<file path="src/rtl/dich_led.sv">
// dich_led -- LED pattern generator for an 8-LED bank.
//
// Produces four animated patterns selected by a 2-bit mode input:
//   0 rotate-left, 1 rotate-right, 2 fill/empty bar, 3 ping-pong.
// The pattern advances once every STEP_DIV clocks. A change of mode reloads
// the start pattern for the new mode on the edge it is sampled and restarts
// the step interval.
//
// Parameters:
//   STEP_DIV  clock cycles per pattern step (>= 1), default 1.
// Ports:
//   clk    input   system clock, rising-edge active
//   reset  input   synchronous, active-high reset
//   mode   input   [1:0] pattern select
//   q      output  [7:0] registered LED drive, bit 0 is the rightmost LED
//
// Build option:
//   DICHLED_ACTIVE_LOW_EN  when defined, q drives ~pattern for active-low LED
//                          boards. Internal sequencing is unchanged.
module dich_led #(
  parameter int STEP_DIV = 1
) (
  input  logic       clk,
  input  logic       reset,
  input  logic [1:0] mode,
  output logic [7:0] q
);

  // A one-bit counter is kept even when STEP_DIV is 1 so the logic stays uniform.
  localparam int CW = (STEP_DIV > 1) ? $clog2(STEP_DIV) : 1;
  localparam logic [CW-1:0] CNT_MAX = CW'(STEP_DIV - 1);

  logic [7:0]    pat_r;
  logic [1:0]    mode_r;
  logic          ph_r;
  logic [CW-1:0] cnt_r;

  logic [7:0]    pat_nx_s;
  logic          ph_nx_s;
  logic [CW-1:0] cnt_nx_s;
  logic          tick_s;

  // Pattern loaded when a mode is entered.
  function automatic logic [7:0] start_pat(input logic [1:0] m);
    logic [7:0] p;
    case (m)
      2'd0:    p = 8'h01;
      2'd1:    p = 8'h80;
      2'd2:    p = 8'h00;
      2'd3:    p = 8'h01;
      default: p = 8'h01;
    endcase
    return p;
  endfunction

  // Map the internal pattern onto the LED pin polarity.
  function automatic logic [7:0] led_drive(input logic [7:0] p);
`ifdef DICHLED_ACTIVE_LOW_EN
    return ~p;
`else
    return p;
`endif
  endfunction

  // Next-state logic: mode reload has priority over a step, otherwise hold.
  always_comb begin
    pat_nx_s = pat_r;
    ph_nx_s  = ph_r;
    cnt_nx_s = cnt_r;
    tick_s   = (cnt_r == CNT_MAX);
    if (mode != mode_r) begin
      pat_nx_s = start_pat(mode);
      ph_nx_s  = 1'b0;
      cnt_nx_s = {CW{1'b0}};
    end else if (tick_s) begin
      cnt_nx_s = {CW{1'b0}};
      case (mode_r)
        2'd0: begin
          pat_nx_s = {pat_r[6:0], pat_r[7]};
        end
        2'd1: begin
          pat_nx_s = {pat_r[0], pat_r[7:1]};
        end
        2'd2: begin
          // Fill with ones until full, then drain with zeros until empty.
          if (ph_r == 1'b0) begin
            if (pat_r == 8'hFF) begin
              pat_nx_s = {pat_r[6:0], 1'b0};
              ph_nx_s  = 1'b1;
            end else begin
              pat_nx_s = {pat_r[6:0], 1'b1};
            end
          end else begin
            if (pat_r == 8'h00) begin
              pat_nx_s = {pat_r[6:0], 1'b1};
              ph_nx_s  = 1'b0;
            end else begin
              pat_nx_s = {pat_r[6:0], 1'b0};
            end
          end
        end
        2'd3: begin
          // Direction flips on the step that reaches an end, so each end is shown once.
          if (ph_r == 1'b0) begin
            pat_nx_s = {pat_r[6:0], 1'b0};
            if (pat_nx_s == 8'h80) begin
              ph_nx_s = 1'b1;
            end else begin
              ph_nx_s = 1'b0;
            end
          end else begin
            pat_nx_s = {1'b0, pat_r[7:1]};
            if (pat_nx_s == 8'h01) begin
              ph_nx_s = 1'b0;
            end else begin
              ph_nx_s = 1'b1;
            end
          end
        end
        default: begin
          pat_nx_s = pat_r;
        end
      endcase
    end else begin
      cnt_nx_s = cnt_r + CW'(1);
    end
  end

  // State and output registers; reset has priority over everything.
  always_ff @(posedge clk) begin
    if (reset) begin
      pat_r  <= 8'h01;
      mode_r <= 2'd0;
      ph_r   <= 1'b0;
      cnt_r  <= {CW{1'b0}};
      q      <= led_drive(8'h01);
    end else begin
      pat_r  <= pat_nx_s;
      mode_r <= mode;
      ph_r   <= ph_nx_s;
      cnt_r  <= cnt_nx_s;
      q      <= led_drive(pat_nx_s);
    end
  end

endmodule

</file>
<file path="config.mk">
export PLATFORM = sky130hd
export DESIGN_NAME = dich_led
export DESIGN_NICKNAME = d
export VERILOG_FILES = /design/src/rtl/dich_led.sv
export SDC_FILE = /design/constraint.sdc
export NUM_CORES = 1
export LEC_CHECK = 0
export ABC_AREA = 1
export BUFFER_PORTS_ARGS = -buffer_cell sky130_fd_sc_hd__buf_2
export CAP_MARGIN = 20
export CORE_AREA = 2 2 44 46
export DETAILED_ROUTE_END_ITERATION = 6
export DIE_AREA = 0 0 46 48
export GPL_TIMING_DRIVEN = 0
export PLACE_DENSITY = 0.75
export SKIP_CTS_REPAIR_TIMING = 1
export SLEW_MARGIN = 20
export SYNTH_ARGS = -nofsm -noshare
export SYNTH_HDL_FRONTEND = slang
export SYNTH_SLANG_ARGS = --single-unit
export TNS_END_PERCENT = 5
</file>
<file path="constraint.sdc">
create_clock -name clk -period 1.2 [get_ports clk]
set_input_delay 0.24 -clock clk [delete_from_list [all_inputs] [get_ports clk]]
set_output_delay 0.24 -clock clk [all_outputs]
set_load 0.01 [all_outputs]
</file>
Word-level counts from Yosys, hierarchy flattened --
Index checks and enable logic that the tools add are counted.
Storage, ports and cells: bits in registers 12, input port bits 4, output and inout bits 8, logic and storage cells 40
Cells by class: add/sub/neg operators 1, equal/unequal tests 11, muxes and demuxes 15, bitwise gates (word level) 1, reductions and logical operators 8
Operator list (number):
- $pmux W8 S4 | 1
- $mux W8 | 3
- $pmux W8 S3 | 1
- $mux W1 | 9
- $eq A2 B2 Y1 const B | 4
- $eq A8 B8 Y1 const B | 1
- $logic_not A8 Y1 | 1
- $eq A7 B1 Y1 const B | 1
- $eq A7 B7 Y1 const B | 1
- $eq A2 B1 Y1 const B | 2
- $logic_not A2 Y1 | 2
- $reduce_or A2 Y1 | 2
- $reduce_or A3 Y1 | 1
- $ne A2 B1 Y1 const B | 1
- $ne A2 B2 Y1 | 1
- $pmux W1 S2 | 1
- $reduce_and A2 Y1 | 1
- $reduce_bool A2 Y1 | 1
- $add A1 B1 Y1 const B | 1
- $not A1 Y1 | 1

Logic depth before layout (Yosys ltp) --
depth after elaboration 6, mapped depth 8, mapped depth without buffers 8

Worst setup path after synthesis --
No wires, ideal clock.
kind register -> register, from register mode_r[0], to register pat_r[7], setup time 0.123 ns, arrival 1.035 ns, required time 1.077 ns, slack 0.042 ns, stages on the path, launching flop included 7, path buffers 1, period minus slack after synthesis 1.158 ns, cell sequence dfxtp_1 -> buf_6 -> xnor2_4 -> nand2_4 -> nor2_8 -> nand3_1 -> nor3b_2
On the way: word-level cells in the longest chain between the ends 4, elaborated cells between the ends (all ways) 9, classes of those cells eq/ne (5); mux (3); reduce/logical (1)
RTL lines:
- start, declared | line 34 | logic [1:0] mode_r;
- start signal, assigned | line 139 | mode_r <= mode;
- $eq A2 B2 Y1 (tied with other cells) | line 77 | case (mode_r)
- $pmux W8 S4 | line 77
- $mux W8 | line 75 | end else if (tick_s) begin
- $mux W8 | line 71 | if (mode != mode_r) begin
- end signal, assigned | line 138 | pat_r <= pat_nx_s;
- end, declared | line 33 | logic [7:0] pat_r;
Parallel ways exist; a longest one is shown, timed or not. The select of a mux whose other input is x is not followed. A chain may end at the register's enable or synchronous reset.

Worst setup path in the final report --
Ends and elaborated chain as after synthesis.

==> metrics.cfg <==
[cts]
clock-sinks = 12
tritoncts = built
clk_pin_slew_ns = 0.07
htreeDepth = 1
max-clock-path-buffers = 2
cts_buffers = 3
clk_latency_ns = 0.27
cts_root_buf = clkbuf_4

[sta]
setup_viol = 1
fin_crit_sh = 1.03
rsz0062_at_grt = yes
hold_viol_final = 0
fin_tns_setup_ns = -0.0339
drv_slew = 0
max_freq_mhz = 810
min_period_ns = 1.23
skew_ns = 0.000687
setup_slack_ns = -0.0339

[floorplanning]
die_x_um = 46
ioPinCount = 12
die_y_um = 48
start_util = 0.481
row_count = 15
design.core.area_mm2 = 0.00169
dieArea_mm2 = 0.00221

[cells_and_area]
fin_util = 0.559
n_antenna_cell = 0
drive_gt1_frac = 0.339
syn_to_final_growth_pct = 16.0
nNetsFinal = 134
fillerInstances = 166

[drt]
drc_errors = 0
wl_um = 1690
firstDrtPassIters = 4
via_per_inst = 5.14
wl_per_cell_um = 11.8
drtAntennaViolNets = 0
route.vias.total = 740
drtIter0Drc = 22

[grt]
grt_antenna_before_repair = 0
globalRouteMet3Util = 0.0340
met2_usage = 0.253
grt_usage = 0.172
grt_pass1_wl_um = 2740
grt_pass1_vias = 627
grt_start_max_net_pins = 11
met1_usage = 0.246
busiest_layer = met2
grt_overflow = 0

[critical_path]
cp-end-kind = register
r2r_slack_ns = -0.03
start_kind = register
required_ns = 1.36
path_class = register to register
timing.rr.start = mode_r[0]$_SDFF_PP0_
crit_fanout = 7
ff2ff_path_depth = 6
r2r_end = pat_r[7]$_SDFFE_PP0P_
cp.arrival_ns = 1.40

[synth]
synth_most_common_cell = nand2_1
yosysTopAreaCellShare = 0.295
ys_async_sr_fraction = 0
ys_types = 25
synth.area.top_cells = dfxtp_1 30%, nand2_1 14%, xnor2_4 6.8%
synth-seq-cells = 12
synthCells = 112
syn_area_um2 = 813
yosysWarningCount = 0
ys_top_cells_by_count = 30 x nand2_1, 14 x inv_1, 13 x nor2_1
synth-edff-count = 0
seq_area_frac_synth = 0.295
yosysTopAreaCell = dfxtp_1
synth.avg_cell_area_um2 = 7.26
synth_fp_nets = 117
synth_flop_cell = dfxtp_1

[flow_run]
maxCapViolations = 0

[status]
status = complete, but fails checks
violations = negative setup slack

[power_and_ir_drop]
leakage_nw = 0.430
vdd_drop_max_mv = 0.550
power_density_mw_per_mm2 = 931

[placed_design]
gp_congestion = 0.798
io_buffers = 10
dp_hpwl_um = 1220

[hold_path]
hold_path_end = mode_r[0]$_SDFF_PP0_
min_path_type = input port to register
hp-start = mode[0]
whs_path_depth = 3

how the worst max path moves through the flow:
| stage | to | start | cells past startpoint |
|---|---|---|---|
| finish | pat_r[7]$_SDFFE_PP0P_ | mode_r[0]$_SDFF_PP0_ | 6 |
| global route | pat_r[7]$_SDFFE_PP0P_ | mode_r[0]$_SDFF_PP0_ | 6 |
| CTS | pat_r[7]$_SDFFE_PP0P_ | mode_r[0]$_SDFF_PP0_ | 6 |
| detailed placement | pat_r[7]$_SDFFE_PP0P_ | mode_r[0]$_SDFF_PP0_ | 6 |
| global placement | pat_r[7]$_SDFFE_PP0P_ | mode_r[0]$_SDFF_PP0_ | 6 |
| floorplan | pat_r[7]$_SDFFE_PP0P_ | mode_r[0]$_SDFF_PP0_ | 6 |
state kept, by name, summed over array words and instances, names as in the netlist:
name and cells:
cnt_r 1, ph_r 1, pat_r 8, mode_r 2
placed cells by master (no fill, tap or decap), drive strengths merged:
cell type,instances
nor3b,1
o21ai,7
o221ai,1
conb,1
clkbuf,4
buf,15
nand3,5
o22ai,1
o211ai,3
a21oi,8
dfxtp,12
ha,1
inv,15
nor3,3
nand2,32
nand4,1
nor2,15
xnor2,2
report_power, final:
group	total (W)	switching (W)	internal [W]
Sequential	0.000441	0.0000269	0.000414
Combinational	0.000188	0.000107	0.0000811
Clock	0.000250	0.000133	0.000116
Total	0.000879	0.000267	0.000611
layout make-up:
| type | count | area (um2) | area share |
|---|---|---|---|
| buffer | 3 | 26.3 | 0.0279 |
| clock buffer | 3 | 22.5 | 0.0239 |
| inverter | 15 | 56.3 | 0.0597 |
| multi-input combinational | 81 | 493 | 0.523 |
| sequential | 12 | 251 | 0.267 |
| tap | 17 | 21.3 | 0.0225 |
| timing repair buffer | 13 | 72.6 | 0.0769 |
cells by family (layout without fill, tap and decap cells):
group	after synthesis	count (layout)	synth area share
flip-flops	12	12	0.295
XOR/XNOR	2	2	0.0677
AND/OR/NAND/NOR	57	57	0.331
AO/OA/AOI/OAI	20	20	0.171
other	1	1	0.00461
adder cells (fa/ha/maj)	1	1	0.0154
buffers and inverters	19	34	0.115
critical path, stage by stage, from the launching register on:
cell     delay [ns]
dfxtp_1        0.33
buf_6          0.14
xnor2_4        0.12
nand2_4        0.12
nor2_8         0.19
nand3_2        0.07
nor3b_2        0.15
stage by stage:
step	power (W)	setup slack [ns]	hold slack (ns)	cells	cell area [um2]
floorplan	0.000581	0.0419	0.347	112	813
global placement	0.000617	-0.0155	0.516	139	885
detailed placement	0.000622	-0.0370	0.519	139	885
CTS	0.000869	-0.0515	0.230	142	907
global route	0.000925	-0.102	0.256	144	943
finish	0.000879	-0.0339	0.230	144	943
per-layer routing:
layer,part of all wire,vias up
li1,-,390
met5,0,-
met1,0.48,331
met4,0.014,0
met2,0.47,15
met3,0.037,4
Note: power is estimated with default switching activity, not from simulation.
